[src/rtl/vga_sync_rx_pkg.sv]
// Shared constants and types for the VGA sync receiver (default 640x480@60 timing).
package vga_sync_rx_pkg;

  localparam int DATA_W  = 8;
  localparam int H_CNT_W = 11;
  localparam int V_CNT_W = 10;
  localparam int POS_W   = 10;
  localparam int GOOD_W  = 4;

  localparam int VGA_H_VISIBLE = 640;
  localparam int VGA_H_FRONT   = 16;
  localparam int VGA_H_SYNC    = 96;
  localparam int VGA_H_BACK    = 48;
  localparam int VGA_V_VISIBLE = 480;
  localparam int VGA_V_FRONT   = 10;
  localparam int VGA_V_SYNC    = 2;
  localparam int VGA_V_BACK    = 33;
  localparam int VGA_LOCK_FRAMES = 2;

  localparam int VGA_H_TOTAL     = VGA_H_VISIBLE + VGA_H_FRONT + VGA_H_SYNC + VGA_H_BACK;
  localparam int VGA_V_TOTAL     = VGA_V_VISIBLE + VGA_V_FRONT + VGA_V_SYNC + VGA_V_BACK;
  localparam int VGA_H_ACT_START = VGA_H_SYNC + VGA_H_BACK;
  localparam int VGA_V_ACT_START = VGA_V_SYNC + VGA_V_BACK;

  typedef enum logic [1:0] {
    ST_SEARCH,
    ST_VERIFY,
    ST_LOCKED
  } state_t;

endpackage

[src/rtl/vga_sync_rx_if.sv]
// Incoming sync/pixel stream plus the decoded view produced by vga_sync_rx.
interface vga_sync_rx_if;
  import vga_sync_rx_pkg::*;

  logic               h_sync;
  logic               v_sync;
  logic [DATA_W-1:0]  data_in;
  logic [DATA_W-1:0]  data_out;
  logic [POS_W-1:0]   x;
  logic [POS_W-1:0]   y;
  logic               pixel_valid;
  logic               frame_start;
  logic               locked;
  logic               sync_err;
  logic [H_CNT_W-1:0] line_len;
  logic [V_CNT_W-1:0] frame_lines;

  modport master (
    output h_sync, v_sync, data_in,
    input  data_out, x, y, pixel_valid, frame_start, locked, sync_err, line_len, frame_lines
  );

  modport slave (
    input  h_sync, v_sync, data_in,
    output data_out, x, y, pixel_valid, frame_start, locked, sync_err, line_len, frame_lines
  );

endinterface

[src/rtl/vga_sync_rx_sync_edge_meter.sv]
// Falling-edge detect on an active-low sync plus a saturating counter cleared by that edge.
// Counter updates on the sampling edge; period = cnt + inc is combinational; no backpressure.
module sync_edge_meter #(
  parameter int W = 11
) (
  input  logic         clk,
  input  logic         rst,
  input  logic         sync,
  input  logic         inc,
  output logic         fall,
  output logic [W-1:0] cnt,
  output logic [W-1:0] period
);

  localparam logic [W-1:0] CNT_MAX = '1;

  logic sync_q;

  // sync_q resets low so a sync already held low at reset release is not an edge.
  assign fall = sync_q & ~sync;

  always_comb begin
    period = cnt;
    if (inc && (cnt != CNT_MAX)) period = cnt + W'(1);
  end

  always_ff @(posedge clk or negedge rst) begin
    if (!rst) begin
      sync_q <= 1'b0;
      cnt    <= '0;
    end else begin
      sync_q <= sync;
      cnt    <= fall ? '0 : period;
    end
  end

endmodule

[src/rtl/vga_sync_rx.sv]
// Recovers x/y, line/frame timing and lock from an h_sync/v_sync/pixel stream.
// data_in to data_out is two register stages with x/y aligned; streaming, no backpressure.
module vga_sync_rx
  import vga_sync_rx_pkg::*;
#(
  parameter int H_VISIBLE   = VGA_H_VISIBLE,
  parameter int H_FRONT     = VGA_H_FRONT,
  parameter int H_SYNC      = VGA_H_SYNC,
  parameter int H_BACK      = VGA_H_BACK,
  parameter int V_VISIBLE   = VGA_V_VISIBLE,
  parameter int V_FRONT     = VGA_V_FRONT,
  parameter int V_SYNC      = VGA_V_SYNC,
  parameter int V_BACK      = VGA_V_BACK,
  parameter int LOCK_FRAMES = VGA_LOCK_FRAMES
) (
  input logic          clk,
  input logic          rst,
  vga_sync_rx_if.slave bus
);

  localparam int H_TOTAL     = H_VISIBLE + H_FRONT + H_SYNC + H_BACK;
  localparam int V_TOTAL     = V_VISIBLE + V_FRONT + V_SYNC + V_BACK;
  localparam int H_ACT_START = H_SYNC + H_BACK;
  localparam int V_ACT_START = V_SYNC + V_BACK;

  localparam logic [H_CNT_W-1:0] H_TOTAL_C = H_CNT_W'(H_TOTAL);
  localparam logic [H_CNT_W-1:0] H_ACT_LO  = H_CNT_W'(H_ACT_START);
  localparam logic [H_CNT_W-1:0] H_ACT_HI  = H_CNT_W'(H_ACT_START + H_VISIBLE - 1);
  localparam logic [V_CNT_W-1:0] V_TOTAL_C = V_CNT_W'(V_TOTAL);
  localparam logic [V_CNT_W-1:0] V_ACT_LO  = V_CNT_W'(V_ACT_START);
  localparam logic [V_CNT_W-1:0] V_ACT_HI  = V_CNT_W'(V_ACT_START + V_VISIBLE - 1);
  localparam logic [GOOD_W-1:0]  LOCK_LAST = GOOD_W'(LOCK_FRAMES - 1);

  logic               h_fall;
  logic               v_fall;
  logic [H_CNT_W-1:0] h_cnt;
  logic [H_CNT_W-1:0] h_period;
  logic [V_CNT_W-1:0] v_cnt;
  logic [V_CNT_W-1:0] v_lines;

  logic               h_seen;
  logic               frame_bad;
  logic [DATA_W-1:0]  data_q;
  state_t             state;
  logic [GOOD_W-1:0]  good_cnt;
  logic               err_q;

  logic               bad_line;
  logic               bad_frame;
  logic               visible;

  sync_edge_meter #(.W(H_CNT_W)) u_h_meter (
    .clk    (clk),
    .rst    (rst),
    .sync   (bus.h_sync),
    .inc    (1'b1),
    .fall   (h_fall),
    .cnt    (h_cnt),
    .period (h_period)
  );

  // Vertical meter counts H-edges; its own edge clears it, so a coincident V-edge wins.
  sync_edge_meter #(.W(V_CNT_W)) u_v_meter (
    .clk    (clk),
    .rst    (rst),
    .sync   (bus.v_sync),
    .inc    (h_fall),
    .fall   (v_fall),
    .cnt    (v_cnt),
    .period (v_lines)
  );

  assign bad_line  = h_fall & h_seen & (h_period != H_TOTAL_C);
  assign bad_frame = frame_bad | bad_line | (v_lines != V_TOTAL_C);
  assign visible   = (h_cnt >= H_ACT_LO) && (h_cnt <= H_ACT_HI) &&
                     (v_cnt >= V_ACT_LO) && (v_cnt <= V_ACT_HI);

  always_ff @(posedge clk or negedge rst) begin
    if (!rst) begin
      h_seen          <= 1'b0;
      frame_bad       <= 1'b0;
      data_q          <= '0;
      bus.line_len    <= '0;
      bus.frame_lines <= '0;
    end else begin
      data_q <= bus.data_in;
      if (h_fall) begin
        h_seen <= 1'b1;
        if (h_seen) bus.line_len <= h_period;
      end
      if (v_fall) begin
        bus.frame_lines <= v_lines;
        frame_bad       <= 1'b0;
      end else if (bad_line) begin
        frame_bad <= 1'b1;
      end
    end
  end

  always_ff @(posedge clk or negedge rst) begin
    if (!rst) begin
      state    <= ST_SEARCH;
      good_cnt <= '0;
      err_q    <= 1'b0;
    end else begin
      err_q <= 1'b0;
      case (state)
        ST_SEARCH: begin
          if (v_fall) begin
            state    <= ST_VERIFY;
            good_cnt <= '0;
          end
        end
        ST_VERIFY: begin
          if (v_fall) begin
            if (bad_frame) begin
              good_cnt <= '0;
            end else if (good_cnt == LOCK_LAST) begin
              state    <= ST_LOCKED;
              good_cnt <= '0;
            end else begin
              good_cnt <= good_cnt + GOOD_W'(1);
            end
          end
        end
        ST_LOCKED: begin
          // A bad line drops lock at once rather than waiting for the frame to end.
          if (bad_line || (v_fall && bad_frame)) begin
            state <= ST_SEARCH;
            err_q <= 1'b1;
          end
        end
        default: state <= ST_SEARCH;
      endcase
    end
  end

  always_ff @(posedge clk or negedge rst) begin
    if (!rst) begin
      bus.data_out    <= '0;
      bus.x           <= '0;
      bus.y           <= '0;
      bus.pixel_valid <= 1'b0;
      bus.frame_start <= 1'b0;
      bus.locked      <= 1'b0;
      bus.sync_err    <= 1'b0;
    end else begin
      bus.data_out    <= data_q;
      bus.x           <= POS_W'(h_cnt - H_ACT_LO);
      bus.y           <= POS_W'(v_cnt - V_ACT_LO);
      bus.pixel_valid <= (state == ST_LOCKED) && visible;
      bus.frame_start <= (state == ST_LOCKED) && visible &&
                         (h_cnt == H_ACT_LO) && (v_cnt == V_ACT_LO);
      bus.locked      <= (state == ST_LOCKED);
      bus.sync_err    <= err_q;
    end
  end

endmodule
[src/flat_wrapper.sv]
// flat-port wrapper written by rule: the top's interface ports become plain ports
module vga_sync_rx_flat import vga_sync_rx_pkg::*;
#(
  parameter int H_VISIBLE   = VGA_H_VISIBLE,
  parameter int H_FRONT     = VGA_H_FRONT,
  parameter int H_SYNC      = VGA_H_SYNC,
  parameter int H_BACK      = VGA_H_BACK,
  parameter int V_VISIBLE   = VGA_V_VISIBLE,
  parameter int V_FRONT     = VGA_V_FRONT,
  parameter int V_SYNC      = VGA_V_SYNC,
  parameter int V_BACK      = VGA_V_BACK,
  parameter int LOCK_FRAMES = VGA_LOCK_FRAMES
)
  (clk, rst, bus_h_sync, bus_v_sync, bus_data_in, bus_data_out, bus_x, bus_y, bus_pixel_valid, bus_frame_start, bus_locked, bus_sync_err, bus_line_len, bus_frame_lines);
  vga_sync_rx_if bus_i ();
  input logic clk;
  input logic rst;
  input wire logic [$bits(bus_i.h_sync)-1:0] bus_h_sync;
  input wire logic [$bits(bus_i.v_sync)-1:0] bus_v_sync;
  input wire logic [$bits(bus_i.data_in)-1:0] bus_data_in;
  output wire logic [$bits(bus_i.data_out)-1:0] bus_data_out;
  output wire logic [$bits(bus_i.x)-1:0] bus_x;
  output wire logic [$bits(bus_i.y)-1:0] bus_y;
  output wire logic [$bits(bus_i.pixel_valid)-1:0] bus_pixel_valid;
  output wire logic [$bits(bus_i.frame_start)-1:0] bus_frame_start;
  output wire logic [$bits(bus_i.locked)-1:0] bus_locked;
  output wire logic [$bits(bus_i.sync_err)-1:0] bus_sync_err;
  output wire logic [$bits(bus_i.line_len)-1:0] bus_line_len;
  output wire logic [$bits(bus_i.frame_lines)-1:0] bus_frame_lines;
  assign bus_i.h_sync = bus_h_sync;
  assign bus_i.v_sync = bus_v_sync;
  assign bus_i.data_in = bus_data_in;
  assign bus_data_out = bus_i.data_out;
  assign bus_x = bus_i.x;
  assign bus_y = bus_i.y;
  assign bus_pixel_valid = bus_i.pixel_valid;
  assign bus_frame_start = bus_i.frame_start;
  assign bus_locked = bus_i.locked;
  assign bus_sync_err = bus_i.sync_err;
  assign bus_line_len = bus_i.line_len;
  assign bus_frame_lines = bus_i.frame_lines;
  vga_sync_rx #(.H_VISIBLE(H_VISIBLE), .H_FRONT(H_FRONT), .H_SYNC(H_SYNC), .H_BACK(H_BACK), .V_VISIBLE(V_VISIBLE), .V_FRONT(V_FRONT), .V_SYNC(V_SYNC), .V_BACK(V_BACK), .LOCK_FRAMES(LOCK_FRAMES)) u_core (.clk(clk), .rst(rst), .bus(bus_i));
endmodule
[config.mk]
export PLATFORM = sky130hd
export DESIGN_NAME = vga_sync_rx_flat
export DESIGN_NICKNAME = d
export VERILOG_FILES = /design/src/rtl/vga_sync_rx_pkg.sv /design/src/rtl/vga_sync_rx_if.sv /design/src/rtl/vga_sync_rx_sync_edge_meter.sv /design/src/rtl/vga_sync_rx.sv /design/src/flat_wrapper.sv
export SDC_FILE = /design/constraint.sdc
export NUM_CORES = 1
export LEC_CHECK = 0
export ABC_AREA = 0
export CORE_ASPECT_RATIO = 0.5
export CORE_MARGIN = 5
export CORE_UTILIZATION = 35
export DETAILED_ROUTE_END_ITERATION = 10
export HOLD_SLACK_MARGIN = 0.05
export PLACE_DENSITY_LB_ADDON = 0.12
export SETUP_SLACK_MARGIN = 0.1
export SYNTH_ARGS = -nofsm -noshare
export SYNTH_HDL_FRONTEND = slang
export SYNTH_SLANG_ARGS = --single-unit
[constraint.sdc]
create_clock -name clk -period 6.5 [get_ports clk]
set_input_delay 0.975 -clock clk [delete_from_list [all_inputs] [get_ports clk]]
set_output_delay 0.975 -clock clk [all_outputs]
set_load 0.01 [all_outputs]
==> out/results.txt, run 1 <==
Area share of the largest cell type after synthesis = 55.6%
CTS H-tree lvls = 3
Synth Cell Area = 0.00419 sq mm
Die Wd = 165 um
FMAX = 343 MHz
Initial Utilization = 35.6%
Share of cells above drive strength 1 = 9.03%
Final worst slack = 3.58 ns
Reg clk slew, reported paths = 0.07 ns
PD cells = 264 mW/mm^2
Worst r2r src = u_core.u_v_meter.cnt[0]$_DFF_PN0_
Detailed Route WL = 8380 um
Max VDD drop = 0.126 mV
Seq/Total Area, Yosys = 55.6%
Status = finished clean
Arr. time, crit path = 3.18 ns
Vias in the first global route = 2900
Static leakage = 2.18 nW
CP max stage cell = clkdlybuf4s50_1
Final Hold Fails = 0
Final ANT Viol Nets = 0
Core Rows = 28
Area leader, netlist = dfrtp_1
GRT Total Usage = 12.8%
Overflow after GRT = 0
# IOs = 65
Pins over their slew limit = 0
Worst-Margin Slew = 0.916 ns
Syn_nets = 406
Number of synthesized flops with an enable pin = 0
Postcts setup bufs = 0
Clk_skew = 0.00781 ns
Min-delay src = u_core.data_q[1]$_DFF_PN0_
Via count = 2829
Setup crit start = bus_h_sync
Setup TNS = 0 ns
Endpoints failing setup = 0
Slew HR = 38.8%
Period utilisation layout = 44.9%
Cts bufs inserted = 9
Final Critical Period = 2.92 ns
CP Cell Sequence = clkdlybuf4s50_1, nor2b_1, buf_4, nor4b_1, o31ai_1, nor4b_2, nor4b_4, nand2_1, a21boi_2
GR Layer Usage met2 = 19.9%
GPL Wtd Cong = 0.768
CP Class = in2reg
Yosys warnings = 0
Die height = 87.3 um
CP required = 6.77 ns
First-pass GRT wire length = 14700 um
Largest cells by area after synthesis = dfrtp_1 56%, nand2_1 3.9%, xnor2_1 3.8%
CTS Root Cell = clkbuf_16
Seq cells post-synth = 93
Clock sink total = 93
Iter 0 DRT Violations = 127
Post-Synthesis Cells = 384
Vias per cell = 4.65
CTS tree = done
Layout net count = 460
Layout area overhead = 24.1%
Routed WL per cell = 13.8 um
Initial antenna violation count = 0
Worst-path maximum fanout = 17
CP max stage delay = 0.45 ns
CTS max path bufs = 2
Met3 Track Usage GR = 3.83%
Clock Latency Late Sink = 0.34 ns
Setup WS pre-CTS = 3.24 ns
Largest net degree at the start of global routing = 64
Commonest cells after routing, fill and taps aside = 93 x dfrtp_1, 63 x clkdlybuf4s50_1, 44 x nand2_1
Post-synth ARST share = 100%
RSZ-0062 raised after global routing = false
Post-route total power = 1.37 mW
Routing usage on met1 = 17.8%
Reg area = 0.00233 sq mm
Fill count = 1167
Number of antenna diodes = 0
Multi-input logic area = 0.00167 sq mm
Unique masters post-synth = 58
Input/output buffers = 64
Top_reg_cell synth = dfrtp_1
Post-cts resize count = 0
Core ar. = 0.0118 sq mm
Detailed Place HPWL = 6000 um
CTS Hold Buffers Added = 0
Worst Setup End Kind = flip-flop
GRT busiest layer = met2
First drt pass iteration count = 4
Commonest non-fill, non-tap cell in the layout = dfrtp_1
Number of max-cap violations = 0
Worst hold path class = reg2reg
Startpoint type of the worst setup path = primary input
Die area = 0.0144 sq mm
DRC = 0
Syn avg cell area = 10.9 sq um
[registers in the layout, summed over array words and instances (netlist names), 2 cells and up]
register	cells
u_core.good_cnt	4
u_core.u_h_meter.cnt	11
u_core.bus.frame_lines	10
u_core.bus.x	10
u_core.bus.y	10
u_core.u_v_meter.cnt	10
u_core.bus.data_out	8
u_core.data_q	8
u_core.bus.line_len	11
u_core.state	2
[worst max-delay path: cells and delay by family]
kind | cells | cell delay, ns
compound gates | 2 | 0.33
buf+inv | 2 | 0.68
simple gates | 5 | 1.20
[power by group]
part           switching [mW]  total, mW  internal, mW
clock                   0.240      0.508         0.268
sequential             0.0444      0.673         0.628
combinational          0.0945      0.193        0.0983
total                   0.379       1.37         0.995
[layer usage]
layer  wire (um)  share of wire [%]  vias up
li1            -                  -     1412
met1        4060                 48     1360
met2        3850                 46       51
met3         400                4.8        6
met4          71               0.85        0
met5           0                  0        -
[area by class of cell]
| class | instances | area share [%] |
|---|---|---|
| well taps | 165 | 3.97 |
| inverters | 14 | 1.01 |
| multi-input cells | 254 | 32.1 |
| repair buffers | 66 | 12.6 |
| clock buffers | 9 | 4.33 |
| clock inverters | 7 | 1.23 |
| flip-flops and latches | 93 | 44.8 |
[synth_stat cells, types with 2 or more instances]
cell type	count
dfrtp_1	93
nand2_1	44
nor2_1	37
o21ai_0	26
xnor2_1	18
nand3_1	15
inv_1	14
xor2_1	12
ha_1	10
clkbuf_1	8
a21oi_1	7
nor3_1	7
buf_2	6
and2_1	5
nand2b_1	5
a31oi_1	4
buf_4	4
buf_6	4
mux2i_1	4
nor2b_1	4
o31ai_1	4
or3_1	4
nand4_1	3
nor4b_1	3
and4_1	2
nand4_4	2
nand4b_1	2
nor3_2	2
nor3b_2	2
nor4_1	2
o211ai_1	2
o21ai_1	2
o31ai_2	2
[worst paths after layout]
path / depth (start not counted) / slack [ns] / to
worst max-delay path: 9 / 3.58 / u_core.state[1]$_DFFE_PN0P_
worst min-delay path: 0 / 0.35 / u_core.bus.data_out[1]$_DFF_PN0_
worst max register to register: 8 / 3.74 / u_core.state[1]$_DFFE_PN0P_
worst min register to register: 0 / 0.35 / u_core.bus.data_out[1]$_DFF_PN0_
max in group asynchronous: 2 / 4.83 / u_core.bus.data_out[3]$_DFF_PN0_
min in group asynchronous: 1 / 0.56 / u_core.bus.y[0]$_DFF_PN0_
[per-stage QoR]
step / hold slack (ns) / util [%] / cell area [sq um] / instances
global route: 0.357 / 44.2 / 5200 / 608
global placement: 0.332 / 41.7 / 4910 / 592
finish: 0.348 / 44.2 / 5200 / 608
floorplan: 0.331 / - / 4190 / 384
detailed placement: 0.335 / 41.7 / 4910 / 592
CTS: 0.349 / 44.2 / 5200 / 608
[kinds of logic (layout without fill, tap and decap cells)]
kind of cell,Yosys count,in the layout,synth area share (%)
and+or+nand+nor,152,152,20.6
DFF,93,93,55.6
AOI/OAI and AO/OA,57,57,8.72
buffers and inverters,37,96,4.57
xor gates and xnor gates,30,30,6.27
adders and majority gates,10,10,2.99
muxes,5,5,1.31
Power figures use the tool's default switching activity.
==> run 2, diff against run 1 <==
- clock period: 6.5 -> 2.5 ns (I/O delays scaled with it)
==> run 2 against run 1 <==
Effect of this change:
- die area unchanged
- power rose to 2.8 times the previous value
- clock skew is 0.0018 ns lower
- sequential power grew to 2.6 times the previous value
==> out/results.txt, run 2 (same netlist as run 1, synthesis figures left out) <==
Status = finished clean
Worst Setup End Kind = flip-flop
Fill count = 1170
Post-route cell area = 0.00557 sq mm
Commonest non-fill, non-tap cell in the layout = dfrtp_1
CTS Hold Buffers Added = 0
Arr. time, crit path = 2.52 ns
CP max stage cell = dfrtp_1
Reg clk slew, reported paths = 0.07 ns
CP Cell Sequence = ha_1, and3_1, o21ai_1, nand3_1, a2111oi_2, a31o_2, nand4_1, o31ai_2
R2r setup slk = 0.23 ns
Initial Utilization = 35.6%
Input/output buffers = 64
Core Rows = 28
GRT Total Usage = 12.9%
Iter 0 DRT Violations = 90
Buf/Inv on CP = 0
Met3 Track Usage GR = 3.40%
Slew HR = 55.5%
First-pass GRT wire length = 14700 um
Vias in the first global route = 2955
Static leakage = 2.35 nW
Via count = 2963
CTS Root Cell = clkbuf_16
CTS tree = done
Worst-Margin Slew = 0.668 ns
RSZ-0062 raised after global routing = true
FMAX = 440 MHz
Worst r2r src = u_core.u_h_meter.cnt[0]$_DFF_PN0_
R2R cell count = 8
CP Class = reg2reg
Critical path depth = 8
Clk_skew = 0.00596 ns
Die Wd = 165 um
Final Critical Period = 2.27 ns
CTS H-tree lvls = 3
GRT busiest layer = met2
Vias per cell = 4.62
Post-DP Area = 0.00514 sq mm
Share of cells above drive strength 1 = 18.2%
Routing usage on met1 = 17.7%
Cell family with most CP delay = compound AO/OA/AOI/OAI gates
Pins over their slew limit = 0
Worst hold path class = in2async
DRC = 0
Die area = 0.0144 sq mm
Cts bufs inserted = 9
Layout area overhead = 32.9%
Routed WL per cell = 13.7 um
Util after Layout = 47.3%
Detailed Route WL = 8800 um
CP max stage delay = 0.38 ns
Detailed Place HPWL = 6390 um
Final Hold Fails = 0
Registers with the most flip-flops = u_core.bus.line_len (11), u_core.u_h_meter.cnt (11)
Final ANT Viol Nets = 0
Largest net degree at the start of global routing = 52
Number of antenna diodes = 0
Period utilisation layout = 90.8%
Number of max-cap violations = 0
Final worst slack = 0.229 ns
Die height = 87.3 um
Initial antenna violation count = 0
GR Layer Usage met2 = 20.1%
Post-route total power = 3.80 mW
Overflow after GRT = 0
First drt pass iteration count = 4
Max VDD drop = 0.299 mV
Endpoints failing setup = 0
CP required = 2.75 ns
CTS max path bufs = 2
Core ar. = 0.0118 sq mm
Setup WS pre-CTS = -0.0817 ns
GPL Wtd Cong = 0.815
Commonest cells after routing, fill and taps aside = 88 x dfrtp_1, 63 x clkdlybuf4s50_1, 44 x nand2_1
# IOs = 65
Layout net count = 494
PD cells = 683 mW/mm^2
Clock Latency Late Sink = 0.34 ns
R2R Path End = u_core.good_cnt[1]$_DFFE_PN0P_
Worst-path maximum fanout = 6
Clock sink total = 93
Startpoint type of the worst setup path = flip-flop
[run 2: worst reg2reg max path: cells and delay by family (launching register included)]
family	cells	cell delay, ns
AO/OA/AOI/OAI	4	1.00
adder cells (fa/ha/maj)	1	0.25
flip-flops	1	0.38
AND/OR/NAND/NOR	3	0.54
[run 2: layout make-up]
cell class / count / area, sq um / share of cell area [%]
Sequential cell: 93 / 2330 / 41.9
Inverter: 14 / 52.6 / 0.944
Tap cell: 165 / 206 / 3.71
Clock inverter: 7 / 98.8 / 1.78
Timing Repair Buffer: 100 / 925 / 16.6
Clock buffer: 9 / 225 / 4.05
Multi-Input combinational cell: 254 / 1730 / 31.0
[run 2: worst max-delay path by stage]
stage / endpoint / start
3_3_place_gp: u_core.state[1]$_DFFE_PN0P_ / bus_h_sync
4_1_cts: u_core.good_cnt[1]$_DFFE_PN0P_ / u_core.u_h_meter.cnt[5]$_DFF_PN0_
6_report: u_core.good_cnt[1]$_DFFE_PN0P_ / u_core.u_h_meter.cnt[0]$_DFF_PN0_
5_1_grt: u_core.good_cnt[1]$_DFFE_PN0P_ / u_core.u_h_meter.cnt[0]$_DFF_PN0_
3_5_place_dp: u_core.state[1]$_DFFE_PN0P_ / bus_h_sync
2_1_floorplan: u_core.good_cnt[1]$_DFFE_PN0P_ / u_core.u_h_meter.cnt[0]$_DFF_PN0_
[run 2: what timing repair did]
action | CTS | global route
buffers inserted | 1 | 4
gates resized for setup | 2 | 15
cloned | 0 | 0
endpoints found under the setup margin | 4 | 8
pin swaps | 0 | 8
[run 2: power by group]
group | leakage (nW) | internal, mW | switching [mW]
Combinational | 1.05 | 0.307 | 0.291
Clock | 0.144 | 0.880 | 0.599
Sequential | 1.15 | 1.63 | 0.0917
Total | 2.35 | 2.82 | 0.982
[run 2: through the flow]
step | TNS [ns] | cells | hold slack [ns]
final | 0 | 642 | 0.0636
after global routing | 0 | 642 | 0.121
after CTS | 0 | 638 | 0.0855
after detailed placement | -0.247 | 621 | 0.335
after global placement | -0.103 | 621 | 0.331
after floorplan | 0 | 384 | 0.0794
[run 2: layer usage]
layer / share of wire, % / vias to the layer above
met2: 46 / 46
met4: 1.0 / 0
met1: 49 / 1430
met5: 0 / -
li1: - / 1480
met3: 4.3 / 7
==> run 3, diff against run 2 <==
- TNS_END_PERCENT: not set -> 50
==> results of run 3 <==
No change in the layout: final DEF, timing and power equal those of run 2.
